==> src/rtl/mux_rr_arbiter.sv <==
// Round-robin arbiter that owns the select of a shared gate-level 4:1 mux and grants fixed BURST-cycle slots.
// Defining MUX_ARB_LOCK_EN adds the i_lock port, which lets an owner extend its grant by another burst.
module mux4_gate (
    input  logic [3:0] i_d,
    input  logic [1:0] i_s,
    output logic       o_y
);
    logic [1:0] w_sn;
    logic [3:0] w_term;

    assign w_sn      = ~i_s;
    assign w_term[0] = i_d[0] & w_sn[1] & w_sn[0];
    assign w_term[1] = i_d[1] & w_sn[1] & i_s[0];
    assign w_term[2] = i_d[2] & i_s[1]  & w_sn[0];
    assign w_term[3] = i_d[3] & i_s[1]  & i_s[0];
    assign o_y       = w_term[0] | w_term[1] | w_term[2] | w_term[3];
endmodule

module mux_rr_arbiter #(
    parameter int unsigned BURST = 4
) (
    input  logic       i_clk,
    input  logic       i_rst,
    input  logic [3:0] i_req,
    input  logic [3:0] i_in,
`ifdef MUX_ARB_LOCK_EN
    input  logic [3:0] i_lock,
`endif
    output logic [1:0] o_sel,
    output logic [3:0] o_grant,
    output logic       o_valid,
    output logic       o_ans,
    output logic       o_done
);
    localparam logic [0:0] IDLE = 1'b0;
    localparam logic [0:0] BUSY = 1'b1;
    localparam logic [3:0] LAST = 4'(BURST - 1);

    logic [0:0] r_state;
    logic [1:0] r_sel;
    logic [1:0] r_ptr;
    logic [3:0] r_grant;
    logic [3:0] r_cnt;

    logic       w_busy;
    logic       w_owner_req;
    logic       w_last;
    logic       w_done;
    logic       w_hold;
    logic       w_arb;
    logic [2:0] w_pick;
    logic       w_mux_y;

    // Returns {found, index}; the lowest rotation offset from i_ptr wins.
    function automatic logic [2:0] f_pick(input logic [3:0] i_r, input logic [1:0] i_ptr);
        logic [1:0] idx;
        f_pick = 3'b000;
        for (int k = 3; k >= 0; k--) begin
            idx = i_ptr + 2'(k);
            if (i_r[idx]) begin
                f_pick = {1'b1, idx};
            end
        end
    endfunction

    assign w_busy      = (r_state == BUSY);
    assign w_owner_req = i_req[r_sel];
    assign w_last      = (r_cnt == LAST);
    assign w_done      = w_busy & (w_last | ~w_owner_req);
    assign w_arb       = ~w_busy | w_done;
    assign w_pick      = f_pick(i_req, r_ptr);

`ifdef MUX_ARB_LOCK_EN
    // Only a full-length burst with the owner still requesting may be extended.
    assign w_hold = w_done & w_last & w_owner_req & i_lock[r_sel];
`else
    assign w_hold = 1'b0;
`endif

    always_ff @(posedge i_clk) begin
        if (i_rst) begin
            r_state <= IDLE;
            r_sel   <= 2'd0;
            r_ptr   <= 2'd0;
            r_grant <= 4'b0000;
            r_cnt   <= 4'd0;
        end else if (w_hold) begin
            r_cnt <= 4'd0;
        end else if (w_arb) begin
            if (w_pick[2]) begin
                r_state <= BUSY;
                r_sel   <= w_pick[1:0];
                r_grant <= 4'b0001 << w_pick[1:0];
                r_cnt   <= 4'd0;
                r_ptr   <= w_pick[1:0] + 2'd1;
            end else if (w_busy) begin
                r_state <= IDLE;
                r_grant <= 4'b0000;
            end
        end else begin
            r_cnt <= r_cnt + 4'd1;
        end
    end

    mux4_gate u_mux (
        .i_d (i_in),
        .i_s (r_sel),
        .o_y (w_mux_y)
    );

    assign o_sel   = r_sel;
    assign o_grant = r_grant;
    assign o_valid = w_busy & w_owner_req;
    assign o_ans   = w_mux_y & o_valid;
    assign o_done  = w_done;

    a_grant_onehot_sel: assert property (@(posedge i_clk) disable iff (i_rst)
        r_grant == (w_busy ? (4'b0001 << r_sel) : 4'b0000));
    a_cnt_in_range: assert property (@(posedge i_clk) disable iff (i_rst)
        !w_busy || (r_cnt <= LAST));
endmodule

==> config.mk <==
export PLATFORM = sky130hd
export DESIGN_NAME = mux_rr_arbiter
export DESIGN_NICKNAME = d
export VERILOG_FILES = /design/src/rtl/mux_rr_arbiter.sv
export SDC_FILE = /design/constraint.sdc
export NUM_CORES = 1
export LEC_CHECK = 0
export BUFFER_PORTS_ARGS = -buffer_cell sky130_fd_sc_hd__buf_2
export CORE_MARGIN = 2
export CORE_UTILIZATION = 45
export DETAILED_ROUTE_END_ITERATION = 8
export GPL_TIMING_DRIVEN = 0
export HOLD_SLACK_MARGIN = 0.03
export PLACE_DENSITY = 0.7
export REMOVE_ABC_BUFFERS = 1
export SLEW_MARGIN = 0
export SYNTH_ARGS = -nofsm -noshare
export SYNTH_HDL_FRONTEND = slang
export SYNTH_SLANG_ARGS = --single-unit
==> constraint.sdc <==
create_clock -name i_clk -period 1.5 [get_ports i_clk]
set_input_delay 0.15 -clock i_clk [delete_from_list [all_inputs] [get_ports i_clk]]
set_output_delay 0.15 -clock i_clk [all_outputs]
set_load 0.02 [all_outputs]
# Yosys cells after proc, flatten, opt, wreduce, memory -nomap -nowiden
# Cells that the tools add are included.
[classes]
n_addsub = 5
mul = 0
div = 0
magnitude_cmp = 5
eq_ne = 2
n_shift = 1
n_mux = 19
n_bitwise = 19
reduce_logical = 3
[op_table]
columns = ["operator", "count"]
rows = [
  ["4-bit 2-to-1 mux", 4],
  ["2-bit by 3-bit < comparator with 1-bit output (second input constant)", 5],
  ["3-bit 2-to-1 mux", 4],
  ["1-bit bitwise AND", 11],
  ["1-bit binary-select mux with 2-bit select", 5],
  ["1-bit 2-to-1 mux", 6],
  ["1-bit OR", 5],
  ["2-bit by 1-bit adder with 2-bit output (second input constant)", 2],
  ["2-bit adder (second input constant)", 2],
  ["4-bit by 1-bit adder with 4-bit output (second input constant)", 1],
  ["4-bit by 2-bit == test with 1-bit output (second input constant)", 1],
  ["2-bit AND reduction", 2],
  ["1-bit by 2-bit left shift with 4-bit output (first input constant)", 1],
  ["2-bit by 1-bit inequality test with 1-bit output (second input constant)", 1],
  ["1-bit NOT", 2],
  ["2-bit NOT", 1],
  ["2-bit nonzero test", 1],
]
[totals]
reg_bits = 13
latch_bits = 0
ramBits = 0
romBits = 0
in_bits = 10
wordCells = 59
n_memories = 0

# Logic depth before layout (Yosys ltp)
[logic_depth]
ltp_word = 9
ltp_mapped = 6

# Hierarchy
# Synthesis repeated with hierarchy kept, for this count alone.
[hier_totals]
cells_unflattened = 82
hier_area_um2 = 740.7
[by_module_without_submodules]
columns = ["module", "instances", "cells_each", "area_per_inst_um2", "seq_area_each_um2"]
rows = [
  ["mux_rr_arbiter", 1, 81, 718.2, 260.2],
  ["mux4_gate", 1, 1, 22.5, 0.0],
]

# Worst setup path after synthesis
# No wires, ideal clock.
[synth_path]
kind = "reg-to-reg"
startpoint = "register r_sel[0], in the netlist o_sel[0]"
endpoint = "register r_grant[2], in the netlist o_grant[2]"
setup_time_ns = 0.117
arrival_ns = 1.676
required_ns = 1.383
slack_ns = -0.294
stages_incl_launch_ff = 6
path_cell_list = "dfxtp_1 > mux2_4 > a2bb2oi_2 > inv_2 > a32o_1 > a32o_1"
[synth_via]
elab_chain_cells = 7
[synth_lines]
columns = ["element", "line", "source"]
rows = [
  ["start, declared", "40", "logic [1:0] r_sel;"],
  ["start signal, assigned", "92", "r_sel <= w_pick[1:0];"],
  ["1-bit binary-select mux with 2-bit select", "67", "assign w_owner_req = i_req[r_sel];"],
  ["1-bit 2-to-1 mux (implied by the code)", "67", ""],
  ["1-bit NOT", "69", "assign w_done = w_busy & (w_last | ~w_owner_req);"],
  ["1-bit OR", "69", ""],
  ["1-bit bitwise AND", "69", ""],
  ["1-bit OR", "70", "assign w_arb = ~w_busy | w_done;"],
  ["2-bit AND reduction (no source line)", "-", ""],
  ["end signal, assigned", "93", "r_grant <= 4'b0001 << w_pick[1:0];"],
  ["end, declared", "42", "logic [3:0] r_grant;"],
]
# Every way passes these cells. The select of a mux whose other input is x is not followed.
# A chain may end at the register's enable or synchronous reset.

# Worst setup path in the final report
[layout_path]
startpoint = "register r_sel[0], in the netlist o_sel[0]"
endpoint = "output o_ans"
[layout_via]
elab_chain_cells = 6
word_cells_on_any_way = 12
[layout_lines]
columns = ["element", "line", "source"]
rows = [
  ["2-bit NOT", "11", "assign w_sn = ~i_s;"],
  ["1-bit bitwise AND", "12", "assign w_term[0] = i_d[0] & w_sn[1] & w_sn[0];"],
  ["1-bit OR (3 in series)", "16", "assign o_y = w_term[0] | w_term[1] | w_term[2] | w_term[3];"],
  ["1-bit bitwise AND (*)", "114", "assign o_ans = w_mux_y & o_valid;"],
  ["end, declared", "32", "output logic o_ans,"],
]
# Every way passes the cells marked *; elsewhere a longest branch is shown, timed or not. The select of a mux whose other input is x is not followed.

==> qor.csv <==
stage,metric,value,unit
run_status,outcome,"finished, violations left",
placed_design,Final HPWL DP,1.11,mm
timing,final setup fails,12,
synth,"Seq/Total Area, Yosys",35.7,%
synth,mapped cell area,728,um2
setup_path,crit-path cells,"mux2_4, a2bb2oi_4, inv_4, and2_4, buf_6",
power_and_ir_drop,PwrDens,1030,nW/um2
die,top-level I/O count,19,
placed_design,placer's final routability congestion estimate,0.746,
die,Core Region,1510,um2
global_routing,total grt overflow,0,
die,chip height,44.2,um
clocking,H-tree levels,1,
timing,final worst setup slack,-0.160,ns
route,DR pass1 iterations,3,
timing,setup TNS,-0.914,ns
route,Highest Signal Layer,met4,
timing,Worst Max-Slew Pin Slew,0.676,ns
layout,multi-input logic area,527,um2
die,row cnt,14,
die,Initial Util,48.3,%
global_routing,vias in the first global route,628,
setup_path,CP peak stage delay,0.40,ns
layout,register area,269,um2
global_routing,first-pass GRT wire length,2.64,mm
clocking,clock buffer depth,2,
die,Die ar.,1960,um2
setup_path,crit end category,output pin,
setup_path,CP required,1.35,ns
clocking,CTS tree,done,
synth,Synth async-reset ratio,0,%
layout,n_diodes,0,
clocking,CTS Buf Count,3,
placed_design,Place WS,-0.347,ns
timing,clk_skew,0.00529,ns
setup_path,CP top delay family,flip-flops,
run,max-cap violations,0,
layout,Nets,120,
global_routing,pin count of the biggest net entering global routing,14,
synth,"Distinct cells, synth",39,
setup_path,WP buf/inv,2,
setup_path,critical path class,flop to output pin,
clocking,clock-pin slew on the worst setup and hold paths,0.07,ns
power_and_ir_drop,VDD IR max,668,uV
route,antenna violation net count after detailed routing,0,
route,met3 WL,92,um
route,drt drc,0,
setup_path,CP max-delay cell,dfxtp_4,
route,WL/cell,14.1,um
run_status,failing checks,setup timing,
synth,cell count after synthesis,80,
synth,"flops & latches, synth",13,
route,total wire length,1.75,mm
clocking,clock sinks,13,
route,wire length on met2,826,um
global_routing,initial antenna violation count,0,
layout,area grow syn2layout,41.4,%
timing,Final Cycle Share,111,%
placed_design,I/O Buffers,18,
timing,Relative slew margins,54.6,%
die,chip width,44.2,um
power_and_ir_drop,leak pwr,0.429,nW
route,vias per cell,5.62,
layout,share of cells above drive strength 1,51.9,%
route,Metal-1 WL,813,um
timing,RSZ-0062 raised after global routing,yes,
route,Starting DRT DRC Count,10,
global_routing,Total GRT Usage,18.4,%
layout,FILL cells,123,
timing,Final Hold Viols,0,
setup_path,crit path launch type,flop,
hold_path,Hold Crit Class,primary input to flop,
placed_design,Placed Cells,113,
setup_path,critical-path maximum fanout,5,
synth,Synth Flop Type,dfxtp_1,
synth,synth warn,0,
synth,syn avg cell area,9.10,um2
synth,Post-synth EDFFs,0,
setup_path,CP arrival,1.51,ns
timing,fin crit period,1.66,ns
timing,"Slew Viols, Final",0,
layout,Finished Layout Cells,124,
timing,Highest Clock Rate,602,MHz
clocking,worst-skew pair later-pin latency,0.27,ns
clocking,Root Buffer,clkbuf_4,
route,via count,697,
==> cell usage after synthesis (2+ instances only) <==
library cell / instances / area share (%)
a211oi_1: 2 / 2.1
a21oi_1: 6 / 4.1
a32o_1: 3 / 4.1
dfxtp_1: 13 / 36
inv_1: 4 / 2.1
nand2_1: 6 / 3.1
nand2b_1: 2 / 1.7
nor2_1: 9 / 4.6
nor3_1: 2 / 1.4
o21ai_0: 4 / 2.7
==> repair_timing <==
| action | 4_1_cts | 5_1_grt |
|---|---|---|
| hold endpoints to repair | 0 | 0 |
| endpoints found under the setup margin | 13 | 15 |
| buffers inserted | 4 | 3 |
| hold buffers | 0 | 0 |
| pin swaps | 8 | 7 |
| resized for setup | 17 | 18 |
==> sequential cells by signal (all words and copies together) (netlist names) <==
name,cells
o_grant,4
r_cnt,4
o_sel,2
r_ptr,2
r_state,1
==> report_power, final <==
part | leakage (nW) | internal (mW) | switching, mW | total (mW)
registers | 0.109 | 0.387 | 0.0444 | 0.431
clock network | 0.0150 | 0.103 | 0.112 | 0.215
logic | 0.306 | 0.206 | 0.210 | 0.417
==> stage by stage <==
step | total power, mW | hold WS, ns | cell area [um2] | util (%)
after global routing | 1.13 | 0.222 | 1030 | 68.4
after CTS | 1.00 | 0.192 | 946 | 62.8
after detailed placement | 0.734 | 0.442 | 833 | 55.3
after global placement | 0.729 | 0.443 | 833 | 55.3
after floorplan | 0.643 | 0.219 | 723 | -
final | 1.06 | 0.210 | 1030 | 68.4
==> worst paths after layout <==
path	depth (start not counted)	slack [ns]	start	to
setup reg to reg	8	-0.14	o_sel[0]	o_sel[1]
setup / recovery	5	-0.16	o_sel[0]	o_ans
hold / removal	2	0.21	i_rst	o_sel[0]
hold reg to reg	2	0.47	o_grant[0]	o_grant[0]
==> kinds of logic after synthesis <==
group / count (synthesis) / share of synthesized area, %
xor+xnor: 1 / 1.20
simple gates: 32 / 25.3
fa+ha+maj: 1 / 1.72
compound gates: 24 / 25.8
mux: 3 / 7.04
flops: 13 / 35.7
buf+inv: 6 / 3.26
==> layout by cell type, fill, tap and decap left out, types with 2 or more instances in the layout <==
master     n
nor2_1     9
dfxtp_1   10
buf_2     16
buf_4      4
o21ai_1    2
a211oi_2   2
nand2b_1   2
clkbuf_4   3
a21oi_2    2
a21oi_1    4
nor3_1     2
inv_1      4
dfxtp_4    2
buf_6      5
a32o_1     2
nand2_1    5
==> metal layers <==
layer	up-vias	GRT usage, %
li1	351	-
met1	325	24.6
met2	19	28.8
met3	2	4.08
met4	0	7.27
met5	-	0
==> area by class of cell <==
| cell class | instances | share of cell area, % |
|---|---|---|
| clock buffers | 4 | 2.55 |
| inverters | 5 | 2.07 |
| multi-input cells | 61 | 51.2 |
| flip-flops and latches | 13 | 26.1 |
| well taps | 16 | 1.94 |
| repair buffers | 25 | 16.2 |
==> worst reg2reg max path, cell delays in order (launching register included) <==
cell,delay (ns)
dfxtp_4,0.40
mux2_4,0.33
a2bb2oi_4,0.20
inv_4,0.06
buf_6,0.12
a21oi_4,0.19
buf_6,0.13
nand2_2,0.04
a21oi_2,0.11
No activity file was read; power rests on OpenSTA's default activity.
